--- src/rtl/store_merge_rmw_if.sv ---
// Store request and word-bus bundle for store_merge_rmw.
// master: MEM-stage request + bus responder; slave: the merge unit.
interface store_merge_rmw_if;
  logic        req_valid;
  logic        req_ready;
  logic        byte_op;
  logic        half_op;
  logic        swr;
  logic [31:0] addr;
  logic [31:0] wdata;
  logic [31:0] mem_addr;
  logic        mem_rd;
  logic        mem_wr;
  logic [31:0] mem_wdata;
  logic [31:0] mem_rdata;
  logic        mem_ack;
  logic [3:0]  be;
  logic        done;
  logic        err;

  modport master (
    output req_valid, byte_op, half_op, swr,
    output addr, wdata, mem_rdata, mem_ack,
    input  req_ready, mem_addr, mem_rd, mem_wr,
    input  mem_wdata, be, done, err
  );

  modport slave (
    input  req_valid, byte_op, half_op, swr,
    input  addr, wdata, mem_rdata, mem_ack,
    output req_ready, mem_addr, mem_rd, mem_wr,
    output mem_wdata, be, done, err
  );
endinterface

--- src/rtl/store_merge_rmw.sv ---
// Store byte-lane processor and read-modify-write sequencer.
// Ports: clk, reset (sync, active-high), bus (store_merge_rmw_if.slave).
module store_merge_rmw (
  input  logic clk,
  input  logic reset,
  store_merge_rmw_if.slave bus
);
  typedef enum logic [1:0] {
    IDLE, READ, WRITE, FIN
  } state_t;

  state_t      state, state_nx;
  logic [31:0] lane, lane_nx;
  logic [31:0] addr_nx, wdata_nx;
  logic [3:0]  be_nx;
  logic        mis, mis_nx;

  logic [1:0]  k;
  logic        is_swr, is_b, is_h, is_w;
  logic [3:0]  dec_be;
  logic [31:0] dec_lane;
  logic        dec_mis;
  logic [31:0] merged;

  // One-hot select encodes the swr > byte > half > word priority.
  assign k      = bus.addr[1:0];
  assign is_swr = bus.swr;
  assign is_b   = bus.byte_op & ~bus.swr;
  assign is_h   = bus.half_op & ~bus.swr & ~bus.byte_op;
  assign is_w   = ~(bus.swr | bus.byte_op | bus.half_op);

  always_comb begin
    dec_be   = 4'b1111;
    dec_lane = bus.wdata;
    dec_mis  = 1'b0;
    unique case (1'b1)
      is_swr: begin
        dec_be   = 4'b1111 << k;
        dec_lane = bus.wdata << {k, 3'b000};
      end
      is_b: begin
        dec_be   = 4'b0001 << k;
        dec_lane = {4{bus.wdata[7:0]}};
      end
      is_h: begin
        dec_be   = k[1] ? 4'b1100 : 4'b0011;
        dec_lane = {2{bus.wdata[15:0]}};
        dec_mis  = k[0];
      end
      is_w: begin
        dec_be   = 4'b1111;
        dec_lane = bus.wdata;
        dec_mis  = (k != 2'b00);
      end
      default: ;
    endcase
  end

  always_comb begin
    merged = '0;
    for (int i = 0; i < 4; i++) begin
      merged[8*i +: 8] = bus.be[i] ? lane[8*i +: 8]
                                   : bus.mem_rdata[8*i +: 8];
    end
  end

  always_comb begin
    state_nx = state;
    lane_nx  = lane;
    be_nx    = bus.be;
    addr_nx  = bus.mem_addr;
    wdata_nx = bus.mem_wdata;
    mis_nx   = mis;
    unique case (state)
      IDLE: begin
        if (bus.req_valid) begin
          be_nx   = dec_be;
          lane_nx = dec_lane;
          addr_nx = {bus.addr[31:2], 2'b00};
          mis_nx  = dec_mis;
          if (dec_mis) begin
            state_nx = FIN;
          end else if (dec_be == 4'b1111) begin
            wdata_nx = dec_lane;
            state_nx = WRITE;
          end else begin
            state_nx = READ;
          end
        end
      end
      READ: begin
        if (bus.mem_ack) begin
          wdata_nx = merged;
          state_nx = WRITE;
        end
      end
      WRITE: begin
        if (bus.mem_ack) state_nx = FIN;
      end
      FIN:     state_nx = IDLE;
      default: state_nx = IDLE;
    endcase
  end

  // Outputs are registered from the next state so they line up
  // with the state they describe.
  always_ff @(posedge clk) begin
    if (reset) begin
      state         <= IDLE;
      lane          <= '0;
      mis           <= 1'b0;
      bus.be        <= '0;
      bus.mem_addr  <= '0;
      bus.mem_wdata <= '0;
      bus.req_ready <= 1'b1;
      bus.mem_rd    <= 1'b0;
      bus.mem_wr    <= 1'b0;
      bus.done      <= 1'b0;
      bus.err       <= 1'b0;
    end else begin
      state         <= state_nx;
      lane          <= lane_nx;
      mis           <= mis_nx;
      bus.be        <= be_nx;
      bus.mem_addr  <= addr_nx;
      bus.mem_wdata <= wdata_nx;
      bus.req_ready <= (state_nx == IDLE);
      bus.mem_rd    <= (state_nx == READ);
      bus.mem_wr    <= (state_nx == WRITE);
      bus.done      <= (state_nx == FIN);
      bus.err       <= (state_nx == FIN) & mis_nx;
    end
  end
endmodule
--- src/flat_wrapper.sv ---
// flat-port wrapper written by rule: the top's interface ports become plain ports
module store_merge_rmw_flat 
  (clk, reset, bus_req_valid, bus_byte_op, bus_half_op, bus_swr, bus_addr, bus_wdata, bus_mem_rdata, bus_mem_ack, bus_req_ready, bus_mem_addr, bus_mem_rd, bus_mem_wr, bus_mem_wdata, bus_be, bus_done, bus_err);
  store_merge_rmw_if bus_i ();
  input  logic clk;
  input  logic reset;
  input wire logic [$bits(bus_i.req_valid)-1:0] bus_req_valid;
  input wire logic [$bits(bus_i.byte_op)-1:0] bus_byte_op;
  input wire logic [$bits(bus_i.half_op)-1:0] bus_half_op;
  input wire logic [$bits(bus_i.swr)-1:0] bus_swr;
  input wire logic [$bits(bus_i.addr)-1:0] bus_addr;
  input wire logic [$bits(bus_i.wdata)-1:0] bus_wdata;
  input wire logic [$bits(bus_i.mem_rdata)-1:0] bus_mem_rdata;
  input wire logic [$bits(bus_i.mem_ack)-1:0] bus_mem_ack;
  output wire logic [$bits(bus_i.req_ready)-1:0] bus_req_ready;
  output wire logic [$bits(bus_i.mem_addr)-1:0] bus_mem_addr;
  output wire logic [$bits(bus_i.mem_rd)-1:0] bus_mem_rd;
  output wire logic [$bits(bus_i.mem_wr)-1:0] bus_mem_wr;
  output wire logic [$bits(bus_i.mem_wdata)-1:0] bus_mem_wdata;
  output wire logic [$bits(bus_i.be)-1:0] bus_be;
  output wire logic [$bits(bus_i.done)-1:0] bus_done;
  output wire logic [$bits(bus_i.err)-1:0] bus_err;
  assign bus_i.req_valid = bus_req_valid;
  assign bus_i.byte_op = bus_byte_op;
  assign bus_i.half_op = bus_half_op;
  assign bus_i.swr = bus_swr;
  assign bus_i.addr = bus_addr;
  assign bus_i.wdata = bus_wdata;
  assign bus_i.mem_rdata = bus_mem_rdata;
  assign bus_i.mem_ack = bus_mem_ack;
  assign bus_req_ready = bus_i.req_ready;
  assign bus_mem_addr = bus_i.mem_addr;
  assign bus_mem_rd = bus_i.mem_rd;
  assign bus_mem_wr = bus_i.mem_wr;
  assign bus_mem_wdata = bus_i.mem_wdata;
  assign bus_be = bus_i.be;
  assign bus_done = bus_i.done;
  assign bus_err = bus_i.err;
  store_merge_rmw u_core (.clk(clk), .reset(reset), .bus(bus_i));
endmodule
--- config.mk ---
export PLATFORM = sky130hd
export DESIGN_NAME = store_merge_rmw_flat
export DESIGN_NICKNAME = d
export VERILOG_FILES = /design/src/rtl/store_merge_rmw_if.sv /design/src/rtl/store_merge_rmw.sv /design/src/flat_wrapper.sv
export SDC_FILE = /design/constraint.sdc
export NUM_CORES = 1
export LEC_CHECK = 0
export ABC_CLOCK_PERIOD_IN_PS = 2300
export BUFFER_PORTS_ARGS = -buffer_cell sky130_fd_sc_hd__buf_2
export CORE_ASPECT_RATIO = 1.2
export CORE_MARGIN = 1
export CORE_UTILIZATION = 51
export CTS_BUF_LIST = sky130_fd_sc_hd__clkbuf_8 sky130_fd_sc_hd__clkbuf_16
export DETAILED_ROUTE_END_ITERATION = 10
export HOLD_SLACK_MARGIN = 0.1
export PLACE_DENSITY = 0.81
export SYNTH_ARGS = -nofsm -noshare
export SYNTH_HDL_FRONTEND = slang
export SYNTH_SLANG_ARGS = --single-unit
--- constraint.sdc ---
create_clock -name clk -period 2.3 [get_ports clk]
set_clock_uncertainty 0.2 [all_clocks]
set_input_delay 0.23 -clock clk [delete_from_list [all_inputs] [get_ports clk]]
set_output_delay 0.23 -clock clk [all_outputs]
set_load 0.05 [all_outputs]
Yosys cells after proc, flatten, opt, wreduce, memory -nomap -nowiden
Cells that the tools add are included.
{"block": "classes", "n_eq_ne": 11, "shift": 3, "mux": 21, "bitwise_logic": 9, "n_reduce_logical": 6}
{"op": "2-to-1 mux 32 bit", "count": 4}
{"op": "case mux 32 bit (3 select lines)", "count": 1}
{"op": "case mux 32 bit (2 select lines)", "count": 1}
{"op": "2-to-1 mux 8 bit", "count": 4}
{"op": "<< shifter 32 x 5 -> 32 bit", "count": 1}
{"op": "case mux 4 bit (3 select lines)", "count": 1}
{"op": "2-to-1 mux 2 bit", "count": 5}
{"op": "== test 2 bit, second input constant", "count": 4}
{"op": "case mux 2 bit (4 select lines)", "count": 1}
{"op": "inequality test 2 bit, second input constant", "count": 3}
{"op": "AND reduction 5 bit", "count": 1}
{"op": "AND 1 bit", "count": 4}
{"op": "== test 2 x 1 -> 1 bit, second input constant", "count": 2}
{"op": "== test 4 bit, second input constant", "count": 1}
{"op": "logical NOT 2 bit", "count": 2}
{"op": "2-to-1 mux 4 bit", "count": 1}
{"op": "nonzero test 2 bit", "count": 2}
{"op": "<< shifter 1 x 2 -> 4 bit, first input constant", "count": 1}
{"op": "<< shifter 4 x 2 -> 4 bit, first input constant", "count": 1}
{"op": "NOT 1 bit", "count": 3}
{"op": "2-to-1 mux 1 bit", "count": 2}
{"op": "inequality test 2 x 1 -> 1 bit, second input constant", "count": 1}
{"op": "bitwise OR 1 bit", "count": 2}
{"op": "case mux 1 bit (2 select lines)", "count": 1}
{"op": "AND reduction 2 bit", "count": 1}
{"block": "word_totals", "reg_bits": 106, "inputBits": 103, "output_inout_bits": 73, "wordCells": 61}

Longest topological paths before layout
Gate-level depths: netlist of run 1.
{"block": "logic_depth", "word_depth": 11, "mapped_depth": 7, "ltp_nobuf": 4}

Worst setup path before layout of run 1
OpenSTA, ideal clock, no wires.
{"block": "synth_path", "kind": "register -> register", "from": "register u_core.bus.be[3]", "to": "register u_core.bus.mem_wdata[26]", "setup_ns": 0.117, "arrival_time_ns": 1.579, "required_ns": 1.983, "slack_ns": 0.404, "stages_incl_launch_ff": 5, "n_path_buf": 1, "synth_period_minus_slack_ns": 1.896, "cell_sequence": "dfxtp_1 > clkbuf_1 > mux2i_1 > a21oi_1 > a32o_1"}
{"block": "synth_between", "elab_chain_cells": 3}
{"item": "from (decl)", "line_no": "store_merge_rmw_if.sv:32", "source": "output mem_wdata, be, done, err"}
{"item": "from (signal assigned)", "line_no": "store_merge_rmw.sv:124", "source": "bus.be <= be_nx;"}
{"item": "2-to-1 mux 8 bit", "line_no": "store_merge_rmw.sv:62", "source": "merged[8*i +: 8] = bus.be[i] ? lane[8*i +: 8]"}
{"item": "2-to-1 mux 32 bit", "line_no": "store_merge_rmw.sv:92", "source": "if (bus.mem_ack) begin"}
{"item": "case mux 32 bit (2 select lines)", "line_no": "store_merge_rmw.sv:74", "source": "unique case (state)"}
{"item": "to (signal assigned)", "line_no": "store_merge_rmw.sv:126", "source": "bus.mem_wdata <= wdata_nx;"}
{"item": "to (decl)", "line_no": "store_merge_rmw_if.sv:32"}
Every way passes these cells. The select of a mux whose other input is x is not followed.
A chain may end at the register's enable or synchronous reset.

Worst setup path after layout of run 1
{"block": "layout_path", "from": "register u_core.bus.be[1]", "to": "output port bus_be[1]"}
{"item": "to (decl)", "line_no": "flat_wrapper.sv:20", "source": "output wire logic [$bits(bus_i.be)-1:0] bus_be;"}
No word-level cell between the ends.

==> metrics.cfg, run 1 <==
[run_status]
status=finished clean

[clocking]
cts_resized=0
clock_sinks=106
cts-root-buf=clkbuf_16
cts_tree=yes
path_clk_slew_ps=70
cts.path.max_buffers=2
htree_levels=3
clk_latency_ps=350
numCtsBuffers=9
cts_setup_buffers=0

[synth]
synth_edf_count=0
synth_top_area_share=0.392
yosysSeqAreaShare=0.392
synthFlopType=dfxtp_1
syn_avg_cell_area_um2=7.96
syn_inst=680
yosys_warnings=0
async_flop_share=0
yosys-top-cells-count=106 x dfxtp_1, 106 x nand2_1, 88 x a21oi_1
synth_top_cell_by_area=dfxtp_1
synth_seq_cells=106
synth_area_leaders=dfxtp_1 39%, a21oi_1 8.1%, mux2i_1 8.0%, nand2_1 7.4%, o21ai_0 3.6%
syn-cell-area_um2=5410
yosysUniqueCellTypes=47

[floorplanning]
dieArea_um2=11000
die_w_um=96.0
num_io_pins=176
row_count=40
start_util=0.533
die_h_um=115
core_um2=10200

[critical_path]
cp.arrival_ps=1470
cpPeakStageDelay_ps=730
critPathLaunchType=flip-flop
slowest_stage=dfxtp_1
end_kind=primary output
path_class=reg2out
worstPathMaxFanout=11
crit_path_cell_trace=buf_2
required_ps=1870
critPathBufInv=1
critPathTopFamily=flip-flops

[timing]
max_freq_ghz=0.526
min_period_over_period=0.827
drv_slew=0
period_minus_slack_ps=1900
hold_viol_final=0
rsz0062_at_grt=false
setup_violations=0
relSlewSlack=0.330
worst_slew_pin_slew_ps=998
postLayoutSetupSlackWorst_ps=398
tns_ps=0

[routing]
detail_route.vias_per_cell=5.90
drt_wl_total_um=17600
drc=0
first_pass_iters=5
drt_iter0_drc=566
wl_per_cell_um=17.7
antenna_left=0
vias=5881

[cells_and_area]
final_core_util=0.697
antenna_cells=0
drive_gt1_frac=0.241
num-nets-final=968
stdcell_count=996
fin_area_um2=7080
areaGrowthSynthToFinish_pct=30.9

[power_and_ir_drop]
p_leak_nw=3.07
vdd_drop_max_mv=0.501
power_density_nw_per_um2=759

[global_route]
grt_pass1_wl_um=27600
grt_max_degree=69
track_usage=0.325
grt_overflow_total=0
grt_pass1_vias=5713
antenna_found_initial=0

[min_path]
min_path_type=in2reg

[placement]
place_hpwl_um=11900
finalWeightedCongestion=0.913
placed_cells=934
port_buffers=173
dpl_cell_area_um2=6300
place_ws_ps=172

[job]
maxCapViolCount=0

state kept, by name, indices dropped and copies added (netlist names):
register              count
u_core.bus.be             4
u_core.bus.done           1
u_core.bus.err            1
u_core.bus.req_ready      1
u_core.bus.mem_rd         1
u_core.state              2
u_core.mis                1
u_core.bus.mem_wdata     32
u_core.bus.mem_wr         1
u_core.lane              32
u_core.bus.mem_addr      30
routing by layer:
metal / GRT usage / part of all wire / vias to the layer above
li1: - / - / 2814
met1: 0.391 / 0.39 / 2686
met2: 0.533 / 0.47 / 332
met3: 0.0860 / 0.10 / 49
met4: 0.158 / 0.036 / 0
met5: 0 / 0 / -
final timing paths:
check / from / slack [ps] / end / cells after the start
min: bus_mem_rdata[14] / 110 / u_core.bus.mem_wdata[14] / 5
max reg2reg: u_core.state[0] / 430 / u_core.bus.mem_wdata[1] / 5
min reg2reg: u_core.bus.mem_wdata[14] / 250 / u_core.bus.mem_wdata[14] / 2
max: u_core.bus.be[1] / 400 / bus_be[1] / 1
power breakdown:
group | switching, mW | leakage (nW) | total [mW] | internal, mW
Sequential | 0.133 | 0.867 | 2.14 | 2.00
Clock | 0.709 | 0.160 | 1.67 | 0.957
Combinational | 1.05 | 2.05 | 1.57 | 0.520
Total | 1.90 | 3.07 | 5.38 | 3.48
timing repair:
action	in CTS	in global routing
hold endpoints to repair	52	0
hold buffers	46	0
setup endpoints to repair	0	0
cells in the final DEF, fill, tap and decap left out, types with 3 or more instances in the layout:
master | netlist | routed
o31ai_1 | 6 | 6
and3b_1 | 3 | 3
inv_1 | 10 | 12
o21ai_0 | 39 | 39
buf_4 | 3 | 14
nand2_1 | 106 | 105
nand3b_1 | 5 | 5
o22ai_1 | 7 | 7
nand4_1 | 10 | 10
clkbuf_16 | 0 | 9
a211o_1 | 6 | 6
a32o_1 | 19 | 19
buf_2 | 23 | 173
dfxtp_1 | 106 | 106
o21a_1 | 6 | 6
nand4b_1 | 7 | 7
nor2b_1 | 10 | 10
a211oi_1 | 15 | 15
o211a_1 | 6 | 6
mux2i_1 | 43 | 43
nand3_1 | 13 | 13
nor3_1 | 11 | 11
nor2_1 | 45 | 45
nand2b_1 | 17 | 17
a21oi_1 | 88 | 88
o211ai_1 | 13 | 13
nor3b_1 | 3 | 3
a31oi_1 | 8 | 8
dlygate4sd3_1 | 0 | 46
layout make-up:
cell class	instances	area, um2
Fill cell	848	3080
Sequential cell	106	2120
Clock inverter	7	95.1
Clock buffer	9	225
Timing Repair Buffer	235	1470
Inverter	10	37.5
Tap cell	126	158
Multi-Input combinational cell	503	2970
cells by family (layout without fill, tap and decap cells):
group,count (synthesis),in the layout,share of synthesized area
other,1,2,0.000693
AO/OA/AOI/OAI,221,221,0.260
multiplexers,43,43,0.0796
buffers and inverters,72,261,0.0592
AND/OR/NAND/NOR,237,237,0.209
flip-flops,106,106,0.392
stage by stage:
| step | hold slack, ps | power [mW] |
|---|---|---|
| 4_1_cts | 102 | 5.37 |
| 3_5_place_dp | 240 | 3.67 |
| 3_3_place_gp | 232 | 3.62 |
| 2_1_floorplan | 166 | 3.24 |
| 6_report | 106 | 5.38 |
| 5_1_grt | 125 | 5.61 |
Note: power is estimated with default switching activity, not from simulation.
==> run 2: changes to the inputs <==
--- a/config.mk
+++ b/config.mk
@@ -5,7 +5,7 @@
 export SDC_FILE = /design/constraint.sdc
 export NUM_CORES = 1
 export LEC_CHECK = 0
-export ABC_CLOCK_PERIOD_IN_PS = 2300
+export ABC_CLOCK_PERIOD_IN_PS = 1800
 export BUFFER_PORTS_ARGS = -buffer_cell sky130_fd_sc_hd__buf_2
 export CORE_ASPECT_RATIO = 1.2
 export CORE_MARGIN = 1
==> constraint.sdc (replaced) <==
create_clock -name clk -period 1.8 [get_ports clk]
set_clock_uncertainty 0.2 [all_clocks]
set_input_delay 0.18 -clock clk [delete_from_list [all_inputs] [get_ports clk]]
set_output_delay 0.18 -clock clk [all_outputs]
set_load 0.05 [all_outputs]
==> run 2 against run 1 <==
  * Clock power is 20% higher
  * Wire length is 2.0% higher
  * Combinational power is 33% higher
  * Sequential cell count stayed put
  * Largest cell class unchanged
  * Sequential share of layout area is 1.3 points lower
  * Via count is 2.7% higher
==> metrics.cfg, run 2 (same netlist as run 1, synthesis figures left out) <==
[power_and_ir_drop]
clockPowerShare=0.294  ; -0.016
power_switching_mw=2.42  ; +28%
vdd_drop_max_mv=0.646  ; +29%
power_density_nw_per_um2=922  ; +22%
combinationalPowerShare=0.306  ; +0.013
p_sw_frac=0.354  ; +0.00151
intPower_mw=4.42  ; +27%
p_seq_frac=0.400  ; +0.003
p_leak_nw=3.23  ; +5.2%

[floorplanning]
dieArea_um2=11000  ; unchanged
die_h_um=115  ; unchanged
start_util=0.533  ; unchanged
row_count=40  ; unchanged
num_io_pins=176  ; unchanged
die_w_um=96.0  ; unchanged
core_um2=10200  ; unchanged

[global_route]
antenna_found_initial=0  ; unchanged
grt_pass1_vias=5787  ; +1.3%
grt_pass1_wl_um=27800  ; +0.72%
track_usage=0.324  ; -0.00132
grt_max_degree=36  ; -48%
grt_overflow_total=0  ; unchanged

[routing]
drc=0  ; unchanged
vias=6037  ; +2.7%
drt_wl_total_um=18000  ; +2.0%
antenna_left=0  ; unchanged
detail_route.vias_per_cell=5.84  ; -1.0%
drt_iter0_drc=429  ; -24%
wl_per_cell_um=17.4  ; -1.6%
first_pass_iters=7  ; +2

[critical_path]
required_ps=1890  ; +20 ps
critPathLaunchType=flip-flop
end_kind=flip-flop
cp.arrival_ps=1830  ; +360 ps
worstPathMaxFanout=10  ; -1
path_class=reg2reg

[cells_and_area]
stdcell_count=1033  ; +3.7%
fillers=783  ; -7.7%
final_core_util=0.730  ; +0.0326
antenna_cells=0  ; unchanged
num-nets-final=1005  ; +3.8%
areaGrowthSynthToFinish_pct=37.0
mostFrequentLayoutCells=173 x buf_2, 105 x nand2_1, 101 x dfxtp_1, 88 x a21oi_1, 67 x dlygate4sd3_1
reg.largest.list=u_core.bus.mem_wdata: 32 flops, u_core.lane: 32 flops, u_core.bus.mem_addr: 30 flops
layout_commonest_cell=buf_2
drive_gt1_frac=0.257  ; +0.0155

[run_status]
status=finished clean

[timing]
setup_violations=0  ; unchanged
min_period_over_period=0.969
hold_viol_final=0  ; unchanged
drv_slew=0  ; unchanged
max_freq_ghz=0.573
period_minus_slack_ps=1740
worst_slew_pin_slew_ps=668  ; -331 ps
relSlewSlack=0.554  ; +0.224
rsz0062_at_grt=true

[clocking]
clk_latency_ps=350  ; about the same
cts.path.max_buffers=2  ; unchanged
htree_levels=3  ; unchanged
numCtsBuffers=9  ; unchanged
clock_sinks=106  ; unchanged
cts-root-buf=clkbuf_16
path_clk_slew_ps=70  ; about the same
cts_tree=yes

[job]
maxCapViolCount=0  ; unchanged

[placement]
placed_cells=949  ; +1.6%
place_hpwl_um=12100  ; +1.7%
finalWeightedCongestion=0.922  ; +1.1%
port_buffers=173  ; unchanged

[min_path]
min_path_type=in2reg

run 2: cell count changes in the layout (fill, tap and decap cells not counted), sizes merged:
| cell | delta |
|---|---|
| inv | -1 |
| clkbuf | +1 |
| dlygate4sd3 | +21 |
| bufinv | -1 |
| clkinv | +1 |
| buf | +16 |
run 2: worst max-delay path: stages (launching register included):
cell and delay, ps:
dfxtp_1 490, nor3b_4 100, buf_4 190, nor2_1 480, a32o_1 210
run 2: per-stage QoR:
stage	power [mW]	instance area (um2)	worst slack (ps)	hold slack, ps	setup TNS, ps
finish	6.84	7410	56.1	88.0	0
global route	7.11	7410	-48.0	121	-172
CTS	6.81	7390	26.3	103	0
detailed placement	4.71	6410	36.1	226	0
global placement	4.66	6410	73.4	220	0
floorplan	4.14	5420	28.5	116	0
run 2: power groups by stage:
stage / clock network [mW] / registers (mW) / logic (mW)
6_report: 2.01 / 2.74 / 2.09
5_1_grt: 2.13 / 2.76 / 2.23
4_1_cts: 2.03 / 2.73 / 2.05
3_5_place_dp: 0 / 2.78 / 1.93
3_3_place_gp: 0 / 2.77 / 1.89
2_1_floorplan: 0 / 3.22 / 0.916
run 2: path summary, 6_finish.rpt:
check                          startpoint  slack, ps                       end  cells past startpoint
hold reg to reg   u_core.bus.mem_addr[25]        250   u_core.bus.mem_addr[25]                      2
hold / removal          bus_mem_rdata[23]         90  u_core.bus.mem_wdata[23]                      4
setup / recovery          u_core.state[0]         60           u_core.lane[29]                      4
setup reg to reg          u_core.state[0]         60           u_core.lane[29]                      4
run 2: per-layer routing:
| metal | wire, um | GRT usage | vias up |
|---|---|---|---|
| li1 | - | - | 2888 |
| met1 | 7110 | 0.378 | 2792 |
| met2 | 8730 | 0.553 | 319 |
| met3 | 1610 | 0.0741 | 38 |
| met4 | 537 | 0.157 | 0 |
| met5 | 0 | 0 | - |
run 2: final cells by class:
type | count | area, um2 | area share
Multi-Input combinational cell | 503 | 2980 | 0.401
Sequential cell | 106 | 2130 | 0.287
Timing Repair Buffer | 272 | 1810 | 0.244
Clock buffer | 10 | 239 | 0.0322
Tap cell | 126 | 158 | 0.0213
Clock inverter | 6 | 66.3 | 0.00894
Inverter | 10 | 37.5 | 0.00506
run 2: repair_timing:
action                                 in CTS  in global routing
gates resized for setup                     3                  5
setup buffers                               0                  1
endpoints found under the hold margin      75                  0
pin swaps                                   0                  1
setup endpoints to repair                   3                 28
hold buffers                               67                  0
gates cloned                                0                  0
